==> src/rtl/mem_arb_pkg.sv <==
// Shared types and default sizing for the two-port main-memory arbiter.
package mem_arb_pkg;

    localparam int DEF_ADDR_W         = 32;
    localparam int DEF_DATA_W         = 32;
    localparam int DEF_STARVE_LIMIT   = 4;
    localparam int DEF_TIMEOUT_CYCLES = 255;

    typedef enum logic [1:0] {
        IDLE   = 2'd0,
        BUSY_I = 2'd1,
        BUSY_D = 2'd2
    } arb_state_e;

    typedef enum logic [1:0] {
        OWN_NONE = 2'b00,
        OWN_I    = 2'b01,
        OWN_D    = 2'b10
    } owner_e;

    // Width of a counter that must hold 0..max_val; never narrower than 1 bit.
    function automatic int cnt_width(input int max_val);
        return (max_val < 1) ? 1 : $clog2(max_val + 1);
    endfunction

endpackage

==> src/rtl/arb_watchdog.sv <==
// Saturating up/down counter with clear, load and enable; flags when it sits at LIMIT.
module arb_watchdog
    import mem_arb_pkg::*;
#(
    parameter int LIMIT = DEF_TIMEOUT_CYCLES,
    parameter int W     = cnt_width(DEF_TIMEOUT_CYCLES)
) (
    input  logic         clk,
    input  logic         reset,
    input  logic         clr_i,
    input  logic         load_i,
    input  logic [W-1:0] load_val_i,
    input  logic         en_i,
    input  logic         down_i,
    output logic         expired_o
);

    localparam logic [W-1:0] LIMIT_W = W'(LIMIT);

    logic [W-1:0] cnt_q;

    // Saturates at both ends so the count can never wrap past the limit.
    always_ff @(posedge clk) begin
        if (!reset) begin
            cnt_q <= '0;
        end else if (clr_i) begin
            cnt_q <= '0;
        end else if (load_i) begin
            cnt_q <= load_val_i;
        end else if (en_i) begin
            if (down_i) begin
                if (cnt_q != '0) cnt_q <= cnt_q - 1'b1;
            end else begin
                if (cnt_q != LIMIT_W) cnt_q <= cnt_q + 1'b1;
            end
        end
    end

    assign expired_o = (cnt_q == LIMIT_W);

endmodule

==> src/rtl/mem_arbiter.sv <==
// Serialises instruction-refill and data load/store traffic onto one main-memory port.
module mem_arbiter
    import mem_arb_pkg::*;
#(
    parameter int ADDR_W         = DEF_ADDR_W,
    parameter int DATA_W         = DEF_DATA_W,
    parameter int STARVE_LIMIT   = DEF_STARVE_LIMIT,
    parameter int TIMEOUT_CYCLES = DEF_TIMEOUT_CYCLES
) (
    input  logic              clk,
    input  logic              reset,
    input  logic              i_req,
    input  logic [ADDR_W-1:0] i_addr,
    output logic              i_ready,
    output logic [DATA_W-1:0] i_rdata,
    input  logic              d_req,
    input  logic              d_we,
    input  logic [ADDR_W-1:0] d_addr,
    input  logic [DATA_W-1:0] d_wdata,
    output logic              d_ready,
    output logic [DATA_W-1:0] d_rdata,
    output logic [ADDR_W-1:0] mem_addr,
    output logic [DATA_W-1:0] mem_write_data,
    output logic              mem_read,
    output logic              mem_write,
    input  logic [DATA_W-1:0] mem_read_data,
    input  logic              mem_ready,
    output logic [1:0]        owner,
    output logic              timeout_err
);

    localparam int SW = cnt_width(STARVE_LIMIT);
    localparam int WW = cnt_width(TIMEOUT_CYCLES);
    localparam logic [SW-1:0] STARVE_MAX = SW'(STARVE_LIMIT);

    arb_state_e        state_q;
    owner_e            owner_q;
    logic [ADDR_W-1:0] mem_addr_q;
    logic [DATA_W-1:0] mem_wdata_q;
    logic              mem_read_q;
    logic              mem_write_q;
    logic [SW-1:0]     starve_cnt_q;
    logic [SW-1:0]     starve_cnt_d;
    logic              timeout_err_q;

    logic idle, busy, grant_d, grant_i, wd_expired, done, timed_out, finish;

    assign idle = (state_q == IDLE);
    assign busy = !idle;

    // D wins unless I has already watched STARVE_LIMIT consecutive D grants.
    assign grant_d = idle && d_req && (!i_req || (starve_cnt_q != STARVE_MAX));
    assign grant_i = idle && i_req && !grant_d;

    assign done      = busy && mem_ready;
    assign timed_out = busy && !mem_ready && wd_expired;
    assign finish    = done || timed_out;

    always_comb begin
        starve_cnt_d = '0;
        if (i_req) begin
            starve_cnt_d = (starve_cnt_q == STARVE_MAX) ? STARVE_MAX : starve_cnt_q + 1'b1;
        end
    end

    arb_watchdog #(
        .LIMIT (TIMEOUT_CYCLES),
        .W     (WW)
    ) u_watchdog (
        .clk        (clk),
        .reset      (reset),
        .clr_i      (grant_d || grant_i),
        .load_i     (1'b0),
        .load_val_i ('0),
        .en_i       (busy),
        .down_i     (1'b0),
        .expired_o  (wd_expired)
    );

    always_ff @(posedge clk) begin
        if (!reset) begin
            state_q       <= IDLE;
            owner_q       <= OWN_NONE;
            mem_addr_q    <= '0;
            mem_wdata_q   <= '0;
            mem_read_q    <= 1'b0;
            mem_write_q   <= 1'b0;
            starve_cnt_q  <= '0;
            timeout_err_q <= 1'b0;
        end else begin
            case (state_q)
                IDLE: begin
                    if (grant_d) begin
                        state_q      <= BUSY_D;
                        owner_q      <= OWN_D;
                        mem_addr_q   <= d_addr;
                        mem_wdata_q  <= d_wdata;
                        mem_write_q  <= d_we;
                        mem_read_q   <= !d_we;
                        starve_cnt_q <= starve_cnt_d;
                    end else if (grant_i) begin
                        state_q      <= BUSY_I;
                        owner_q      <= OWN_I;
                        mem_addr_q   <= i_addr;
                        mem_write_q  <= 1'b0;
                        mem_read_q   <= 1'b1;
                        starve_cnt_q <= '0;
                    end
                end
                BUSY_I, BUSY_D: begin
                    if (finish) begin
                        state_q     <= IDLE;
                        owner_q     <= OWN_NONE;
                        mem_read_q  <= 1'b0;
                        mem_write_q <= 1'b0;
                        if (timed_out) timeout_err_q <= 1'b1;
                    end
                end
                default: begin
                    state_q <= IDLE;
                    owner_q <= OWN_NONE;
                end
            endcase
        end
    end

    // A timed-out completion still pulses ready, but with zero data.
    assign i_ready = (state_q == BUSY_I) && finish;
    assign d_ready = (state_q == BUSY_D) && finish;
    assign i_rdata = ((state_q == BUSY_I) && done) ? mem_read_data : '0;
    assign d_rdata = ((state_q == BUSY_D) && done) ? mem_read_data : '0;

    assign mem_addr       = mem_addr_q;
    assign mem_write_data = mem_wdata_q;
    assign mem_read       = mem_read_q;
    assign mem_write      = mem_write_q;
    assign owner          = owner_q;
    assign timeout_err    = timeout_err_q;

endmodule

==> config.mk <==
export PLATFORM = sky130hd
export DESIGN_NAME = mem_arbiter
export DESIGN_NICKNAME = d
export VERILOG_FILES = /design/src/rtl/mem_arb_pkg.sv /design/src/rtl/arb_watchdog.sv /design/src/rtl/mem_arbiter.sv
export SDC_FILE = /design/constraint.sdc
export NUM_CORES = 1
export LEC_CHECK = 0
export BUFFER_PORTS_ARGS = -buffer_cell sky130_fd_sc_hd__buf_2
export CAP_MARGIN = 25
export CORE_ASPECT_RATIO = 0.5
export CORE_UTILIZATION = 45
export CTS_CLUSTER_DIAMETER = 150
export CTS_CLUSTER_SIZE = 28
export DETAILED_ROUTE_END_ITERATION = 8
export MAX_ROUTING_LAYER = met4
export PLACE_DENSITY = 0.83
export SETUP_SLACK_MARGIN = 0.3
export SLEW_MARGIN = 20
export SYNTH_ARGS = -nofsm -noshare
export SYNTH_HDL_FRONTEND = slang
export SYNTH_SLANG_ARGS = --single-unit
==> constraint.sdc <==
create_clock -name clk -period 4 [get_ports clk]
set_input_delay 0 -clock clk [delete_from_list [all_inputs] [get_ports clk]]
set_output_delay 0 -clock clk [all_outputs]
set_load 0.1 [all_outputs]
==> flow_summary.toml, run 1 <==
[clock_tree]
clock-sinks = 80
ctsHoldBuffers = 76
clockBufferDepth = 2
path_clk_slew_ps = 60
cts_setup_buffers = 0
cts_tree = "built"
cts_buffers = 9
cts_resized = 0
root_buffer = "clkbuf_16"
htree_levels = 3
clock_latency_ps = 340

[sta]
tightest_slew_ps = 872
hold_viol = 2
finClkSkew_ps = 4.61
fmax_mhz = 379
rsz0062_at_grt = "no"
slew_viol_final = 0
period_needed_ps = 2640
max_slew_margin_pct = 41.9
period_share_pct = 66.0
tns_ps = 0
setup_viol_count_final = 0
whs_ps = -5.73

[setup_path]
cpPeakStageDelay_ps = 790
critical_path.max_fanout = 32
cpLargestDelayFamily = "simple AND/OR/NAND/NOR gates"
critPathLaunchType = "register"
cp.arrival_ps = 2640
crit_slowest_cell = "and3b_1"
criticalPathCategory = "reg2out"
worst-path-stages = 5
r2r_end = "mem_addr[15]"
crit_required_ps = 4000
crit_start = "owner[0]"
r2r_slack_ps = 1390
path_cells = "inv_1, ha_1, and3b_1, and2_1, buf_2"
crit_end = "d_rdata[6]"
critPathBufInv = 2
rr_worst_depth = 7
rr_startpoint = "owner[1]"
cp-end-kind = "output port"

[drt]
ant_nets = 0
routedWlPerCell_um = 16.6
dr.first_iter.drc_count = 465
vias = 4547
dr.pass1.iters = 8
drt-total-wl_mm = 14.4
drcViolationCount = 0
routed_via_density = 5.23

[grt]
overflow = 0
grt_max_degree = 75
grt_pass1_vias = 4333
gr-usage-all-layers_pct = 32.3
grt_pass1_wl_mm = 21.5
antenna_found_initial = 1

[floorplan]
ios = 269
die_h_um = 67.0
die_area_sq_mm = 0.00885
rows = 23
initial_core_util_pct = 47.1
die_w_um = 132
core_area_sq_mm = 0.00809

[yosys]
syn_avg_cell_area_sq_um = 8.90
ys_seq_area_share_pct = 42.1
synth-edff-count = 0
synth_compound_area_share_pct = 22.5
synth_cell_types = 39
yosysWarnings = 0
yosys.area_share.simple_pct = 26.9
synth_area_leaders = "dfxtp_1, and2_1, a22o_1"
synth.net_count = 569
synth_top_cell_by_area = "dfxtp_1"
ys_ff_latch = 80
netlist_area_sq_mm = 0.00381
synth_fa_ha_area_share_pct = 2.30
synth_mux_area_share_pct = 0.296
synthXorXnorAreaFrac_pct = 0.920
netlist.area_leader.share_pct = 42.1
synth_async_sr_flop_share_pct = 0
synth_top_family_by_area = "simple AND/OR/NAND/NOR gates"
synth_flop_cell = "dfxtp_1"
syn_inst = 428

[finish]
area_growth_pct = 63.1
finalNonFillerCells = 870
final_nets = 894
final_common_cell = "buf_2"
fin_area_sq_mm = 0.00621
layout_common_cells = "buf_2, dfxtp_1, dlygate4sd3_1"
layout-drive-gt1-share_pct = 38.7

[power]
power.density_mw_per_mm2 = 735
ir_drop_mv = 0.598
p_leak_nw = 3.12

[placed_design]
place_congestion = 0.912
post-dp-hpwl_mm = 8.75
port-buffer-count = 268
place_area_sq_mm = 0.00516
place_inst = 778

[worst_hold_path]
hold_path.class = "in2reg"

[run_status]
failed_checks = "hold timing"
status = "finished, violations left"

[run]
cap_violations = 0
[synthesized netlist by cell type, types with 3 or more instances]
| cell type | number |
|---|---|
| and2_1 | 70 |
| o21ai_0 | 8 |
| nand2_1 | 73 |
| dfxtp_1 | 80 |
| a222oi_1 | 16 |
| a21boi_1 | 9 |
| buf_6 | 3 |
| xnor2_1 | 4 |
| buf_2 | 11 |
| nor2b_1 | 21 |
| ha_1 | 7 |
| nor2_1 | 7 |
| a22o_1 | 32 |
| a21boi_0 | 24 |
| nor3_1 | 3 |
| inv_1 | 6 |
| clkbuf_1 | 17 |
| nand3_1 | 5 |
| a21oi_1 | 5 |
[cells by family (layout without fill, tap and decap cells)]
| kind of cell | count (synthesis) | count (layout) |
|---|---|---|
| muxes | 1 | 1 |
| xor gates and xnor gates | 4 | 4 |
| adders and majority gates | 7 | 7 |
| AOI/OAI and AO/OA | 105 | 105 |
| other | 0 | 1 |
| buffers and inverters | 39 | 368 |
| DFF | 80 | 80 |
| and+or+nand+nor | 192 | 192 |
[worst reg2reg max path, stage by stage, from the launching register on]
cell	delay [ps]
dfxtp_1	320
inv_1	120
ha_1	280
and2_1	230
and2_2	610
a222oi_1	200
dlygate4sd3_1	650
nor2b_1	120
[worst min path at each step]
stage                     cells past startpoint  slack [ps]        start                  to
after floorplan                               2         130  d_wdata[30]  mem_write_data[30]
after global placement                        3         240  d_wdata[11]  mem_write_data[11]
after detailed placement                      3         250  d_wdata[30]  mem_write_data[30]
after CTS                                     3         0.4   i_addr[21]        mem_addr[21]
after global routing                          3         0.6    i_addr[5]         mem_addr[5]
final                                         3          -6   i_addr[31]        mem_addr[31]
[layer usage]
metal,track usage (%),wire (um),vias up
li1,-,-,2142
met1,34.3,5710,2128
met2,58.4,7400,231
met3,7.91,845,46
met4,15.0,448,0
met5,-,0,-
[where the power goes]
group,switching (mW),leakage (nW),internal (mW)
sequential,0.102,0.656,0.976
clock,0.319,0.143,0.481
combinational,2.10,2.32,0.588
[final cells by class]
| type | count | area (sq um) |
|---|---|---|
| Multi-Input combinational cell | 309 | 2020 |
| Fill cell | 547 | 1880 |
| Antenna cell | 1 | 2.50 |
| Timing Repair Buffer | 347 | 2130 |
| Inverter | 6 | 22.5 |
| Clock inverter | 5 | 57.6 |
| Sequential cell | 80 | 1600 |
| Tap cell | 112 | 140 |
| Clock buffer | 10 | 229 |
[registers in the layout (all words and copies together) (netlist names)]
register	cells
mem_addr	32
mem_read	1
mem_write	1
mem_write_data	32
owner	2
starve_cnt_q	3
timeout_err	1
u_watchdog.cnt_q	8
[per-stage QoR]
stage | power [mW] | utilization, % | setup WS [ps]
6_report | 4.57 | 76.8 | 1360
5_1_grt | 4.73 | 76.8 | 1170
4_1_cts | 4.50 | 76.8 | 1410
3_5_place_dp | 3.56 | 63.8 | 1740
3_3_place_gp | 3.51 | 63.5 | 1790
2_1_floorplan | 3.17 | - | 143
(Power assumes the default switching activity.)
==> inputs of run 2 (changes only) <==
Settings changed: CORE_UTILIZATION 45 to 37, PLACE_DENSITY 0.83 to 0.72.
Clock period 4 ns to 2.3 ns, I/O delays scaled along.
==> flow_summary.toml, run 2 (synthesized netlist as in run 1, its figures left out) <==
[clock_tree]
root_buffer = "clkbuf_16"
htree_levels = 3
path_clk_slew_ps = 60
cts_buffers = 9
clock-sinks = 80
clockBufferDepth = 2
clock_latency_ps = 330
cts_tree = "built"

[sta]
fmax_mhz = 502
hold_viol = 0
max_slew_margin_pct = 44.4
period_needed_ps = 1990
tns_ps = 0
setup_viol_count_final = 0
finClkSkew_ps = 4.47
tightest_slew_ps = 833
slew_viol_final = 0
rsz0062_at_grt = "yes"
period_share_pct = 86.6

[floorplan]
initial_core_util_pct = 39.1
die_area_sq_mm = 0.0107
die_w_um = 145
rows = 25
ios = 269
die_h_um = 73.7
core_area_sq_mm = 0.00973

[finish]
area_growth_pct = 101
layout-drive-gt1-share_pct = 48.4
finalNonFillerCells = 915
final_nets = 915
layout_common_cells = "buf_2, dlygate4sd3_1, dfxtp_1"
final_common_cell = "buf_2"
nFillCells = 604

[setup_path]
r2r_slack_ps = 310
rr_startpoint = "owner[1]"
critPathLaunchType = "register"
crit_required_ps = 2560
criticalPathCategory = "reg2reg"
critical_path.max_fanout = 16
cp-end-kind = "register"
rr_worst_depth = 6
r2r_end = "mem_addr[17]"
cp.arrival_ps = 2250

[drt]
drt-total-wl_mm = 15.9
vias = 4713
routedWlPerCell_um = 17.4
routed_via_density = 5.15
ant_nets = 0
drcViolationCount = 0
dr.first_iter.drc_count = 361
dr.pass1.iters = 5

[grt]
gr-usage-all-layers_pct = 29.5
overflow = 0
grt_pass1_vias = 4776
antenna_found_initial = 1
grt_max_degree = 45
grt_pass1_wl_mm = 24.0

[power]
ir_drop_mv = 0.828
p_leak_nw = 3.53
power.density_mw_per_mm2 = 1090

[worst_hold_path]
min_from = "d_addr[22]"
hold_path.class = "in2reg"
hold_depth = 3
holdPathEnd = "mem_addr[22]"

[run_status]
status = "finished clean"

[placed_design]
place_congestion = 0.834
port-buffer-count = 268
post-dp-hpwl_mm = 10.1
place_inst = 808

[run]
cap_violations = 0
-- run 2: changes by cell type in the layout (fill, tap and decap cells not counted), moves of 3 or more --
cell,delta
and2_1,-63
and2_2,+3
and2_4,+60
buf_12,+64
buf_2,-66
buf_4,+9
buf_6,+5
dlygate4sd3_1,+9
-- run 2: worst max-delay path by stage --
stage	startpoint	to	slack, ps	cells past startpoint
floorplan	owner[0]	d_rdata[10]	230	6
global placement	owner[1]	mem_addr[10]	140	6
detailed placement	owner[0]	mem_write	370	7
CTS	owner[0]	d_rdata[6]	300	6
global route	owner[1]	mem_addr[17]	250	6
finish	owner[1]	mem_addr[17]	310	6
-- run 2: worst max-delay path, cell delays in order, from the launching register on --
cell	delay, ps
dfxtp_4	340
inv_1	110
ha_1	290
nand2_1	160
nor2_2	640
a222oi_1	220
nor2b_1	160
-- run 2: timing repair --
item | 4_1_cts | 5_1_grt
hold buffers | 85 | 0
endpoints found under the setup margin | 62 | 49
endpoints found under the hold margin | 59 | 0
pin swaps | 0 | 1
resized for setup | 10 | 4
gates cloned | 0 | 1
buffers inserted | 2 | 2
-- run 2: power breakdown --
part	internal (mW)	switching, mW	leakage [nW]
clock	1.01	0.561	0.159
combinational	1.16	3.69	2.71
sequential	1.70	0.177	0.657
total	3.88	4.43	3.53
-- run 2: layout make-up --
class / count / area (sq um) / share of cell area [%]
Multi-Input combinational cell: 310 / 2230 / 29.2
Clock inverter: 4 / 76.3 / 0.998
Clock buffer: 12 / 256 / 3.35
Timing Repair Buffer: 367 / 3280 / 42.9
Tap cell: 135 / 169 / 2.21
Sequential cell: 80 / 1610 / 21.0
Inverter: 6 / 22.5 / 0.294
Antenna cell: 1 / 2.50 / 0.0327
-- run 2: stage by stage --
stage          hold slack [ps]  instance area (sq um)  worst slack (ps)  utilization (%)  power [mW]
6_report                  18.6                   7650               307             78.6        8.31
5_1_grt                   21.0                   7650               253             78.6        8.59
2_1_floorplan              135                   3990               233                -        5.60
3_3_place_gp               240                   6370               141             65.5        6.43
4_1_cts                   2.03                   7600               301             78.1        8.23
3_5_place_dp               247                   6380               370             65.6        6.52
-- run 2: per-layer routing --
layer / up-vias / share of wire [%] / global-route usage [%] / routed length [um]
met5: - / 0 / - / 0
met4: 0 / 5.0 / 17.2 / 794
met3: 87 / 6.7 / 7.33 / 1060
met2: 280 / 51 / 52.2 / 8040
met1: 2164 / 38 / 30.8 / 6020
li1: 2182 / - / - / -
